===== config.mk =====
export PLATFORM = sky130hd
export DESIGN_NAME = l2_line_bridge
export DESIGN_NICKNAME = d
export VERILOG_FILES = /design/src/rtl/l2_line_bridge_pkg.sv /design/src/rtl/l2_line_bridge_line_buffer.sv /design/src/rtl/l2_line_bridge.sv
export SDC_FILE = /design/constraint.sdc
export NUM_CORES = 1
export LEC_CHECK = 0
export CORE_MARGIN = 5
export CORE_UTILIZATION = 28
export CTS_BUF_LIST = sky130_fd_sc_hd__clkbuf_2 sky130_fd_sc_hd__clkbuf_4 sky130_fd_sc_hd__clkbuf_8
export CTS_CLUSTER_SIZE = 30
export DETAILED_ROUTE_END_ITERATION = 12
export PLACE_DENSITY = 0.58
export SYNTH_ARGS = -nofsm -noshare
export SYNTH_HDL_FRONTEND = slang
export SYNTH_SLANG_ARGS = --single-unit

===== constraint.sdc =====
create_clock -name clk -period 2.5 [get_ports clk]
set_clock_uncertainty 0.2 [all_clocks]
set_input_delay 0.375 -clock clk [delete_from_list [all_inputs] [get_ports clk]]
set_output_delay 0.375 -clock clk [all_outputs]
set_load 0.05 [all_outputs]

===== src/rtl/l2_line_bridge_pkg.sv =====
// Shared LC-3b cache types plus the L2 line bridge state encoding and sizing constants.
package lc3b_types;

  localparam int unsigned L2_BRIDGE_BEATS  = 4;
  localparam int unsigned L2_BRIDGE_BEAT_W = 64;
  localparam int unsigned L2_ADDR_W        = 16;

  typedef logic [255:0] lc3b_cacheline;
  typedef logic [63:0]  lc3b_pmem_beat;

  typedef enum logic [1:0] {
    IDLE  = 2'd0,
    READ  = 2'd1,
    WRITE = 2'd2,
    DONE  = 2'd3
  } l2_bridge_state_t;

endpackage


===== src/rtl/l2_line_bridge_line_buffer.sv =====
// One cacheline register: full-line load, beat-indexed write, beat-indexed read.
// line_c / rd_beat_c expose the value the register takes at the next edge.
module l2_line_buffer
  import lc3b_types::*;
#(
  parameter int unsigned BEATS  = L2_BRIDGE_BEATS,
  parameter int unsigned BEAT_W = L2_BRIDGE_BEAT_W,
  parameter int unsigned IDX_W  = (BEATS > 1) ? $clog2(BEATS) : 1
) (
  input  logic                    clk,
  input  logic                    rst_n,
  input  logic                    load_en,
  input  logic [BEATS*BEAT_W-1:0] load_line,
  input  logic                    wr_en,
  input  logic [IDX_W-1:0]        wr_idx,
  input  logic [BEAT_W-1:0]       wr_beat,
  input  logic [IDX_W-1:0]        rd_idx,
  output logic [BEATS*BEAT_W-1:0] line_c,
  output logic [BEAT_W-1:0]       rd_beat_c
);

  logic [BEATS-1:0][BEAT_W-1:0] line_q;
  logic [BEATS-1:0][BEAT_W-1:0] line_d;

  // Full-line load takes priority over a single-beat write
  always_comb begin
    line_d = line_q;
    if (load_en) begin
      line_d = load_line;
    end else if (wr_en) begin
      line_d[wr_idx] = wr_beat;
    end
  end

  always_ff @(posedge clk or negedge rst_n) begin
    if (!rst_n) begin
      line_q <= '0;
    end else begin
      line_q <= line_d;
    end
  end

  assign line_c    = line_d;
  assign rd_beat_c = line_d[rd_idx];

endmodule


===== src/rtl/l2_line_bridge.sv =====
// Serves 256-bit L1 line requests as bursts of narrow pmem beats.
// Optional pmem wait timeout with abort flag: define L2_BRIDGE_TIMEOUT_EN.
module l2_line_bridge
  import lc3b_types::*;
#(
  parameter int unsigned BEATS  = L2_BRIDGE_BEATS,
  parameter int unsigned BEAT_W = L2_BRIDGE_BEAT_W
`ifdef L2_BRIDGE_TIMEOUT_EN
  ,
  parameter int unsigned TIMEOUT = 255
`endif
) (
  input  logic                    clk,
  input  logic                    rst_n,
  input  logic                    l2_read,
  input  logic                    l2_write,
  input  logic [15:0]             l2_address,
  input  logic [BEATS*BEAT_W-1:0] l2_wdata,
  output logic [BEATS*BEAT_W-1:0] l2_rdata,
  output logic                    l2_resp,
  output logic                    l2_err,
  output logic                    pmem_read,
  output logic                    pmem_write,
  output logic [15:0]             pmem_address,
  output logic [BEAT_W-1:0]       pmem_wdata,
  input  logic [BEAT_W-1:0]       pmem_rdata,
  input  logic                    pmem_resp
);

  localparam int unsigned LINE_W     = BEATS * BEAT_W;
  localparam int unsigned IDX_W      = (BEATS > 1) ? $clog2(BEATS) : 1;
  localparam int unsigned OFFSET_W   = $clog2(LINE_W / 8);
  localparam int unsigned BEAT_BYTES = BEAT_W / 8;
  localparam logic [IDX_W-1:0] LAST_BEAT = IDX_W'(BEATS - 1);

  l2_bridge_state_t state_q, state_d;
  logic [IDX_W-1:0] beat_q, beat_d;
  logic [15:0]      base_q, base_d;
  logic             buf_load, buf_wr;
  logic [LINE_W-1:0] line_c;
  logic [BEAT_W-1:0] rd_beat_c;

  logic              l2_resp_d, pmem_read_d, pmem_write_d, rdata_load;
  logic [15:0]       pmem_address_d;
  logic [BEAT_W-1:0] pmem_wdata_d;

  // Line offset bits never reach pmem: bursts always start line-aligned
  logic unused_offset_bits;
  assign unused_offset_bits = ^l2_address[OFFSET_W-1:0];

`ifdef L2_BRIDGE_TIMEOUT_EN
  localparam int unsigned WAIT_W = $clog2(TIMEOUT + 1);
  logic [WAIT_W-1:0] wait_q, wait_d;
  logic              timeout_hit;
  logic              l2_err_d;
`endif

  l2_line_buffer #(
    .BEATS (BEATS),
    .BEAT_W(BEAT_W),
    .IDX_W (IDX_W)
  ) u_line_buffer (
    .clk      (clk),
    .rst_n    (rst_n),
    .load_en  (buf_load),
    .load_line(l2_wdata),
    .wr_en    (buf_wr),
    .wr_idx   (beat_q),
    .wr_beat  (pmem_rdata),
    .rd_idx   (beat_d),
    .line_c   (line_c),
    .rd_beat_c(rd_beat_c)
  );

  // State, beat counter, burst base (and wait counter)
  always_ff @(posedge clk or negedge rst_n) begin
    if (!rst_n) begin
      state_q <= IDLE;
      beat_q  <= '0;
      base_q  <= '0;
`ifdef L2_BRIDGE_TIMEOUT_EN
      wait_q  <= '0;
`endif
    end else begin
      state_q <= state_d;
      beat_q  <= beat_d;
      base_q  <= base_d;
`ifdef L2_BRIDGE_TIMEOUT_EN
      wait_q  <= wait_d;
`endif
    end
  end

  // Next state; read wins over write when both are requested in IDLE
  always_comb begin
    state_d  = state_q;
    beat_d   = beat_q;
    base_d   = base_q;
    buf_load = 1'b0;
    buf_wr   = 1'b0;
`ifdef L2_BRIDGE_TIMEOUT_EN
    wait_d      = '0;
    timeout_hit = 1'b0;
`endif
    case (state_q)
      IDLE: begin
        if (l2_read) begin
          base_d  = {l2_address[15:OFFSET_W], OFFSET_W'(0)};
          beat_d  = '0;
          state_d = READ;
        end else if (l2_write) begin
          base_d   = {l2_address[15:OFFSET_W], OFFSET_W'(0)};
          beat_d   = '0;
          buf_load = 1'b1;
          state_d  = WRITE;
        end
      end
      READ, WRITE: begin
        if (pmem_resp) begin
          buf_wr = (state_q == READ);
          if (beat_q == LAST_BEAT) begin
            state_d = DONE;
          end else begin
            beat_d = beat_q + IDX_W'(1);
          end
        end
`ifdef L2_BRIDGE_TIMEOUT_EN
        else begin
          wait_d = wait_q + WAIT_W'(1);
          if (wait_d == WAIT_W'(TIMEOUT)) begin
            state_d     = DONE;
            timeout_hit = 1'b1;
          end
        end
`endif
      end
      DONE: begin
        beat_d  = '0;
        state_d = IDLE;
      end
      default: state_d = IDLE;
    endcase
  end

  // Output values for the coming cycle, decoded from the next state
  always_comb begin
    l2_resp_d      = (state_d == DONE);
    pmem_read_d    = (state_d == READ);
    pmem_write_d   = (state_d == WRITE);
    pmem_address_d = '0;
    pmem_wdata_d   = '0;
    rdata_load     = (state_q == READ) && (state_d == DONE);
    if (pmem_read_d || pmem_write_d) begin
      pmem_address_d = base_d + 16'(beat_d) * 16'(BEAT_BYTES);
    end
    if (pmem_write_d) begin
      pmem_wdata_d = rd_beat_c;
    end
`ifdef L2_BRIDGE_TIMEOUT_EN
    l2_err_d = (state_d == DONE) && timeout_hit;
`endif
  end

  always_ff @(posedge clk or negedge rst_n) begin
    if (!rst_n) begin
      l2_rdata     <= '0;
      l2_resp      <= 1'b0;
      pmem_read    <= 1'b0;
      pmem_write   <= 1'b0;
      pmem_address <= '0;
      pmem_wdata   <= '0;
    end else begin
      l2_resp      <= l2_resp_d;
      pmem_read    <= pmem_read_d;
      pmem_write   <= pmem_write_d;
      pmem_address <= pmem_address_d;
      pmem_wdata   <= pmem_wdata_d;
      if (rdata_load) begin
        l2_rdata <= line_c;
      end
    end
  end

`ifdef L2_BRIDGE_TIMEOUT_EN
  always_ff @(posedge clk or negedge rst_n) begin
    if (!rst_n) begin
      l2_err <= 1'b0;
    end else begin
      l2_err <= l2_err_d;
    end
  end
`else
  assign l2_err = 1'b0;
`endif

endmodule


==> results of run 1 <==
power by group through the flow:
stage / sequential [mW] / combinational (mW) / clock, mW
2_1_floorplan: 25.0 / 7.70 / 0
3_3_place_gp: 17.0 / 26.7 / 0
3_5_place_dp: 17.0 / 26.9 / 0
4_1_cts: 16.8 / 25.6 / 10.4
5_1_grt: 17.2 / 27.5 / 10.9
6_report: 16.8 / 25.7 / 10.1
registers in the layout, summed over array words and instances, names as in the netlist:
signal,cells
base_q,16
l2_resp,1
pmem_write,1
l2_rdata,256
u_line_buffer.line_q,256
state_q,2
pmem_wdata,64
pmem_address,16
beat_q,2
pmem_read,1
through the flow:
stage | std cells | hold slack [ps] | area (µm²) | setup slack (ps)
after floorplan | 2243 | -121 | 26100 | -1.39
after global placement | 4281 | 147 | 36500 | -505
after detailed placement | 4281 | 128 | 36500 | -443
after CTS | 4518 | 1.10 | 39100 | 0.757
after global routing | 4561 | 15.3 | 39800 | -55.7
final | 4563 | 68.9 | 39800 | 56.2
final cells by class:
class | instances | share of cell area
flip-flops and latches | 615 | 0.387
repair buffers | 1020 | 0.257
multi-input cells | 1402 | 0.251
clock buffers | 168 | 0.0521
well taps | 1254 | 0.0394
clock inverters | 24 | 0.00732
inverters | 74 | 0.00698
diodes | 6 | 0.000377
worst reg2reg max path, delay by kind of cell (launching register included):
family          cells  cell delay [ps]
fa+ha+maj           3              840
simple gates        5              630
flops               1              390
compound gates      1              170
buf+inv             1              120
path summary, 6_finish.rpt:
kind	cells past startpoint	from	end	slack, ps
setup / recovery	10	state_q[1]	pmem_address[13]	60
hold / removal	3	l2_wdata[200]	u_line_buffer.line_q[200]	70
setup reg to reg	10	state_q[1]	pmem_address[13]	60
min in group asynchronous	3	rst_n	l2_rdata[73]	180
max in group asynchronous	3	rst_n	u_line_buffer.line_q[140]	1350
hold reg to reg	2	l2_rdata[28]	l2_rdata[28]	270
cell families after synthesis:
group,count (synthesis),synth area share
DFF,615,0.590
AOI/OAI and AO/OA,471,0.105
muxes,460,0.186
and+or+nand+nor,451,0.0699
buffers and inverters,226,0.0416
xor gates and xnor gates,10,0.00336
adders and majority gates,9,0.00460
other,1,0.000144
cell usage after synthesis, drive strengths merged (3+ instances only):
cell	number
a21oi	198
a22oi	64
and2	5
and3	3
buf	102
clkbuf	50
dfrtp	615
ha	8
inv	74
mux2	198
mux2i	262
nand2	203
nand4	5
nand4b	3
nor2	209
nor2b	8
nor3b	3
o211ai	65
o21ai	139
xnor2	4
xor2	6
layer usage:
metal | up-vias | global-route usage
li1 | 9766 | -
met1 | 10500 | 0.242
met4 | 8 | 0.0469
met2 | 687 | 0.319
met5 | - | 0
met3 | 147 | 0.0473
repair_timing:
action / 4_1_cts / 5_1_grt
endpoints found under the setup margin: 579 / 269
hold endpoints to repair: 639 / 0
resized for setup: 354 / 80
pin swaps: 5 / 42
gates cloned: 3 / 10
hold buffers: 26 / 0
setup buffers: 16 / 30
==> flow_summary.toml, run 1 <==
[floorplanning]
dieArea_um2 = 99400
start_util = 0.281
core_region_area_um2 = 92900
rows = 112
fp.dieW_um = 315
ios = 681
die_y_um = 315

[placement]
dp_hpwl_mm = 70.5
io_buffers = 674
place.gp.congestion = 0.821

[route]
drt_iter0_drc = 1068
ant_nets = 0
viasPerCell = 4.62
met1Wirelength_mm = 41.7
top_layer = "met5"
wl_met2_mm = 48.0
drc = 0
wirelength_mm = 98.3
wire_per_inst_um = 21.6
dr_wl_met3_mm = 6.43
drt-pass1-iter-count = 5
dr_total_vias = 21100

[finish]
fill_cells = 8880
layout_commonest_cell = "dfrtp_1"
final_util = 0.429
area.growth.synth_to_final_pct = 52.6
most-common-layout-cells = "dfrtp_1 (615), clkdlybuf4s50_1 (339), dlygate4sd2_1 (328)"
seqCellArea_um2 = 15400
nets = 3569
multi_input_area_um2 = 9980
layout-drive-gt1-share = 0.240

[power]
p_int_mw = 28.9
pwr-share-comb = 0.489
power_frac_seq = 0.319
p_leak_nw = 19.5
vdd_drop_max_mv = 0.798
power.share.switching = 0.450
p_clk_frac = 0.192
total_power_mw = 52.7
p_per_area_nw_per_um2 = 1320
p_switching_mw = 23.7

[grt]
grt_max_degree = 82
grt_pass1_vias = 22100
antenna_found_initial = 11
grt_pass1_wl_mm = 143
grt_usage = 0.188
overflow = 0

[critical_path]
path_buf_inv = 1
crit_chain = "inv_2 -> ha_4 -> nor2b_4 -> a21oi_1 -> nor2_2 -> ha_2 -> fa_2 -> nand2_2 -> and3b_1 -> nor3_2"
critical_path_class = "flip-flop to flip-flop"
crit_slowest_cell = "fa_2"
cp-end-kind = "flip-flop"
cp.arrival_ps = 2870
crit_fanout = 6
critPathMaxStageDelay_ps = 400
crit_required_ps = 2930
crit_family = "adder cells"
start_kind = "flip-flop"

[clock_tree]
cts_buffer_depth = 3
cts.htree.levels = 3
clk_pin_slew_worst_paths_ps = 60
insertion_delay_ps = 740
cts_sinks = 615
cts_tree = "yes"
cts_buffers = 106
cts-root-buf = "clkbuf_8"

[yosys]
ys_warn_count = 0
async_flop_share = 1.00
syn_nets = 2593
yosys.area.top_type_share = 0.590
synth_cell_type_count = 45
synthTopCellsByArea = "dfrtp_1 (59%), mux2i_1 (10%), mux2_2 (8.5%)"
syn_area_um2 = 26100
synth_edf_count = 0
synth_cells = 2243
ys_ff_latch = 615
synthFlopType = "dfrtp_1"
synth-seq-area-share = 0.590
yosysTopAreaCell = "dfrtp_1"
syn_area_per_cell_um2 = 11.6

[sta]
slew_headroom = 0.573
slew_violations = 0
rsz0062_at_grt = "true"
fin_setup_tns_ps = 0
fin_crit_sh = 0.978
finalHoldViolations = 0
period_needed_ps = 2440
worstMarginPinSlew_ps = 642
setup_viol = 0
timing.fmax_ghz = 0.409

[job]
cap_violations = 0

[worst_hold_path]
hold_class = "input port to flip-flop"

[status]
outcome = "finished clean"
No activity file was read; power rests on OpenSTA's default activity.
==> run 2, diff against run 1 <==
Settings changed: CTS_BUF_LIST sky130_fd_sc_hd__clkbuf_2 sky130_fd_sc_hd__clkbuf_4 sky130_fd_sc_hd__clkbuf_8 to not set, GPL_TIMING_DRIVEN set to 0.
==> flow_summary.toml, run 2 (synthesized netlist as in run 1, its figures left out) <==
[status]
outcome = "finished, violations left"
violations = "hold timing, setup timing"

[grt]
grt_usage = 0.231
overflow = 0
antenna_found_initial = 24
grt_max_degree = 112
grt_pass1_wl_mm = 166
grt_pass1_vias = 22300

[finish]
layout_commonest_cell = "clkdlybuf4s50_1"
area.growth.synth_to_final_pct = 52.9
stdcell_area_um2 = 39900
fill_cells = 8832
nets = 3425
largestRegisters = "l2_rdata x256, u_line_buffer.line_q x256, pmem_wdata x64"
most-common-layout-cells = "clkdlybuf4s50_1 (656), dfrtp_1 (615), mux2i_1 (261)"
layout-drive-gt1-share = 0.206
final_cell_count_no_fill = 4402

[floorplanning]
core_region_area_um2 = 92900
fp.dieW_um = 315
ios = 681
start_util = 0.281
rows = 112
dieArea_um2 = 99400
die_y_um = 315

[critical_path]
critPathMaxStageDelay_ps = 390
crit_slowest_cell = "dfrtp_1"
crit_family = "buffers and inverters"
cp_num_cells = 10
cp-end-kind = "flip-flop"
crit_chain = "inv_2 -> ha_4 -> nand2b_4 -> o21ai_4 -> buf_6 -> ha_4 -> nand2_8 -> clkbuf_16 -> clkbuf_16 -> mux2_4"
cp.arrival_ps = 2910
ff2ff_path_depth = 10
path_buf_inv = 4
critical_path_class = "flip-flop to flip-flop"
crit_required_ps = 2790
start_kind = "flip-flop"
crit_fanout = 6

[sta]
fin_crit_sh = 1.05
fin_ws_ps = -113
worstMarginPinSlew_ps = 711
slew_violations = 0
slew_headroom = 0.528
period_needed_ps = 2610
hold_ws_ps = -139
finalHoldViolations = 79
rsz0062_at_grt = "true"
setup_viol = 161
timing.fmax_ghz = 0.383

[placement]
place.gp.congestion = 0.851
io_buffers = 674
dp.cells = 4177
placed_area_um2 = 34600
dp_hpwl_mm = 82.5

[power]
vdd_drop_max_mv = 0.989
p_leak_nw = 18.3
p_per_area_nw_per_um2 = 1410

[clock_tree]
cts_buffers = 72
cts_sinks = 615
cts_buffer_depth = 3
hold_buffers = 6
cts-root-buf = "clkbuf_16"
clk_pin_slew_worst_paths_ps = 60
cts.htree.levels = 3
cts_tree = "yes"
insertion_delay_ps = 620

[worst_hold_path]
hold_class = "input port to async pin"

[route]
drt-pass1-iter-count = 4
drt_iter0_drc = 1423
dr_total_vias = 21400
wire_per_inst_um = 27.3
viasPerCell = 4.85
drc = 0
ant_nets = 0
wirelength_mm = 120

[job]
cap_violations = 0
-- run 2: final timing paths --
check,to,from,slack [ps]
max,l2_rdata[94],state_q[0],-110
min,l2_rdata[73],rst_n,-140
max reg2reg,l2_rdata[94],state_q[0],-110
min reg2reg,l2_rdata[2],l2_rdata[2],280
max in group asynchronous,u_line_buffer.line_q[99],rst_n,490
min in group clk,u_line_buffer.line_q[79],l2_wdata[79],170
-- run 2: final cells by class --
type | instances | area, µm² | area share
Antenna cell | 14 | 35.0 | 0.000878
Timing Repair Buffer | 762 | 8090 | 0.203
Clock inverter | 28 | 384 | 0.00963
Multi-Input combinational cell | 1403 | 10200 | 0.256
Inverter | 74 | 280 | 0.00702
Clock buffer | 105 | 2120 | 0.0531
Tap cell | 1254 | 1570 | 0.0393
Sequential cell | 615 | 15400 | 0.386
Buffer | 147 | 1830 | 0.0459
-- run 2: worst min-delay path, delay by kind of cell --
| kind | cells | cell delay [ps] |
|---|---|---|
| buffers and inverters | 5 | 720 |
-- run 2: per-layer routing --
| layer | up-vias | track usage | wire [µm] |
|---|---|---|---|
| li1 | 9489 | - | - |
| met1 | 10900 | 0.293 | 49300 |
| met2 | 791 | 0.389 | 58200 |
| met3 | 180 | 0.0648 | 9600 |
| met4 | 20 | 0.0645 | 2980 |
| met5 | - | 0 | 114 |
-- run 2: stage by stage --
stage / worst slack [ps] / utilization / hold WS (ps) / setup TNS (ps) / power [mW]
final: -113 / 0.430 / -139 / -6390 / 56.1
after global routing: -208 / 0.429 / -122 / -24050 / 58.7
after CTS: -42.7 / 0.422 / -147 / -809 / 55.7
after detailed placement: -1680 / 0.373 / 108 / -545200 / 43.1
after global placement: -28400 / 0.371 / 260 / - / 43.0
after floorplan: -1.39 / - / -121 / -1.39 / 32.7
-- run 2: where the power goes --
part | switching (mW) | total, mW | internal, mW | leakage [nW]
Combinational | 18.4 | 28.4 | 10.0 | 9.70
Sequential | 1.98 | 16.6 | 14.6 | 7.40
Clock | 4.50 | 11.2 | 6.66 | 1.22
Total | 24.8 | 56.1 | 31.3 | 18.3
-- run 2: timing repair --
| item | in CTS | in global routing |
|---|---|---|
| resized for setup | 343 | 182 |
| pin swaps | 17 | 36 |
| setup endpoints to repair | 464 | 337 |
| buffers inserted | 33 | 17 |
| endpoints found under the hold margin | 125 | 79 |
| gates cloned | 21 | 7 |
==> run 3, diff against run 2 <==
Settings changed: PLACE_DENSITY 0.58 to 0.57, SYNTH_HIERARCHICAL set to 1.
==> flow_summary.toml, run 3 <==
[status]
outcome = "finished, violations left"
violations = "hold timing, setup timing"

[floorplanning]
ios = 681
rows = 117
start_util = 0.281
core_region_area_um2 = 101000
dieArea_um2 = 108000
fp.dieW_um = 329
die_y_um = 329

[power]
power_frac_seq = 0.278
power.share.switching = 0.439
pwr-share-comb = 0.535
p_per_area_nw_per_um2 = 1400
p_leak_nw = 18.3
p_int_mw = 34.6
total_power_mw = 61.6
vdd_drop_max_mv = 0.709
p_switching_mw = 27.0
p_clk_frac = 0.187

[critical_path]
crit_required_ps = 2830
cp-end-kind = "flip-flop"
crit_fanout = 10
critical_path_class = "flip-flop to flip-flop"
cp.arrival_ps = 3310
start_kind = "flip-flop"

[sta]
slew_violations = 0
period_needed_ps = 2980
finalHoldViolations = 95
rsz0062_at_grt = "true"
hold_ws_ps = -446
fin_crit_sh = 1.19
fin_ws_ps = -478
setup_viol = 525
worstMarginPinSlew_ps = 793
timing.fmax_ghz = 0.336
slew_headroom = 0.470

[clock_tree]
cts_tree = "yes"
cts_buffers = 76
clk_pin_slew_worst_paths_ps = 60
cts_buffer_depth = 3
cts.htree.levels = 3
cts_sinks = 615
insertion_delay_ps = 650
cts-root-buf = "clkbuf_16"

[yosys]
syn_area_per_cell_um2 = 11.4
synthTopCellsByCount = "dfrtp_1 (615), mux2_2 (264), a21oi_1 (203)"
synth_compound_area_frac = 0.183
synth_xor_area_frac = 0.00123
yosys.area.top_type_share = 0.540
synth_top_family_by_area = "compound AO/OA/AOI/OAI gates"
synth_mux_area_frac = 0.106
ys_ff_latch = 615
synth_cells = 2497
synth-seq-area-share = 0.540
synth_cell_type_count = 47
synth.most_common_cell = "dfrtp_1"
syn_area_um2 = 28500
async_flop_share = 1.00
synthTopCellsByArea = "dfrtp_1 (54%), mux2_2 (10%), a221oi_1 (6.0%)"
synthFlopType = "dfrtp_1"
syn_nets = 2846
yosysTopAreaCell = "dfrtp_1"
synth-simple-area-share = 0.107
synthAdderAreaFrac = 0.00391
ys_warn_count = 6
synth_edf_count = 0

[placement]
place.gp.congestion = 0.880
io_buffers = 674
pre_cts_ws_ps = -2380
dp.cells = 4544
dp_hpwl_mm = 102

[route]
wirelength_mm = 141
viasPerCell = 5.29
wire_per_inst_um = 29.8
dr_total_vias = 25100
drt-pass1-iter-count = 7
drt_iter0_drc = 2014
drc = 0
ant_nets = 0

[grt]
grt_max_degree = 111
antenna_found_initial = 24
overflow = 0
grt_usage = 0.248
grt_pass1_wl_mm = 195
grt_pass1_vias = 26300

[finish]
layout_commonest_cell = "clkdlybuf4s50_1"
final_cell_count_no_fill = 4743
largestRegisters = "l2_rdata x256, u_line_buffer/line_q x256, pmem_wdata x64"
area.growth.synth_to_final_pct = 54.8
most-common-layout-cells = "clkdlybuf4s50_1 (673), dfrtp_1 (613), mux2_2 (264)"
nets = 3647
layout-drive-gt1-share = 0.285

[worst_hold_path]
hold_class = "input port to async pin"

[job]
cap_violations = 0
run 3: cell types whose count changed after synthesis, moves of 130 or more:
cell	change
nor2_1	-136
and2_1	+130
mux2i_1	-258
a221oi_1	+196
nand2_1	-196
a211oi_1	+192
run 3: final timing paths:
| kind | slack, ps | depth (start not counted) | end | from |
|---|---|---|---|---|
| min in group clk | 120 | 3 | u_line_buffer/line_q[173] | l2_wdata[173] |
| hold / removal | -450 | 1 | l2_rdata[249] | rst_n |
| hold reg to reg | 270 | 1 | base_q[1] | base_q[1] |
| max in group asynchronous | 480 | 4 | l2_rdata[214] | rst_n |
| setup reg to reg | -480 | 10 | pmem_wdata[41] | state_q[1] |
| setup / recovery | -480 | 10 | pmem_wdata[41] | state_q[1] |
run 3: metal layers:
layer,wire [µm],track usage
met3,11000,0.0638
met5,78,0
met2,67300,0.408
met4,5260,0.0986
met1,57500,0.314
run 3: worst max-delay path: stages (launching register included):
cell and delay [ps]:
dfrtp_1 400, inv_2 110, ha_4 150, and2_4 170, or3b_4 440, buf_12 180, buf_12 180, a221oi_4 260
a211oi_2 90, or4_1 490, and2_4 160
run 3: power groups by stage:
| stage | registers [mW] | clock network [mW] | logic [mW] |
|---|---|---|---|
| 2_1_floorplan | 24.3 | 0 | 10.5 |
| 3_3_place_gp | 16.9 | 0 | 29.1 |
| 3_5_place_dp | 16.7 | 0 | 29.3 |
| 4_1_cts | 16.9 | 11.8 | 31.4 |
| 5_1_grt | 17.5 | 12.2 | 34.5 |
| 6_report | 17.1 | 11.5 | 32.9 |
run 3: repair_timing:
item                       in CTS  in global routing
setup endpoints to repair     662                582
setup buffers                  20                 15
pin swaps                      16                 37
resized for setup             479                224
hold endpoints to repair       95                 95
cloned                          3                  7
run 3: area by class of cell:
cell class / count / area, µm²
fill: 9579 / 57300
sequential: 615 / 15400
multi-input combinational: 1465 / 13600
timing repair buffer: 724 / 7410
buffer: 213 / 2590
clock buffer: 110 / 2280
tap: 1368 / 1710
inverter: 203 / 762
clock inverter: 30 / 327
antenna: 15 / 37.5
run 3: cells by family after synthesis:
kind of cell,count (synthesis)
fa+ha+maj,9
simple gates,513
mux,269
other cells,1
compound gates,669
flops,615
buf+inv,417
xor+xnor,4
run 3: stage by stage:
stage,instance area [µm²],TNS [ps],util
floorplan,29000,-9310,-
global placement,37500,-,0.369
detailed placement,37600,-1005820,0.371
CTS,42800,-147280,0.422
global route,44100,-182370,0.435
finish,44100,-132010,0.435
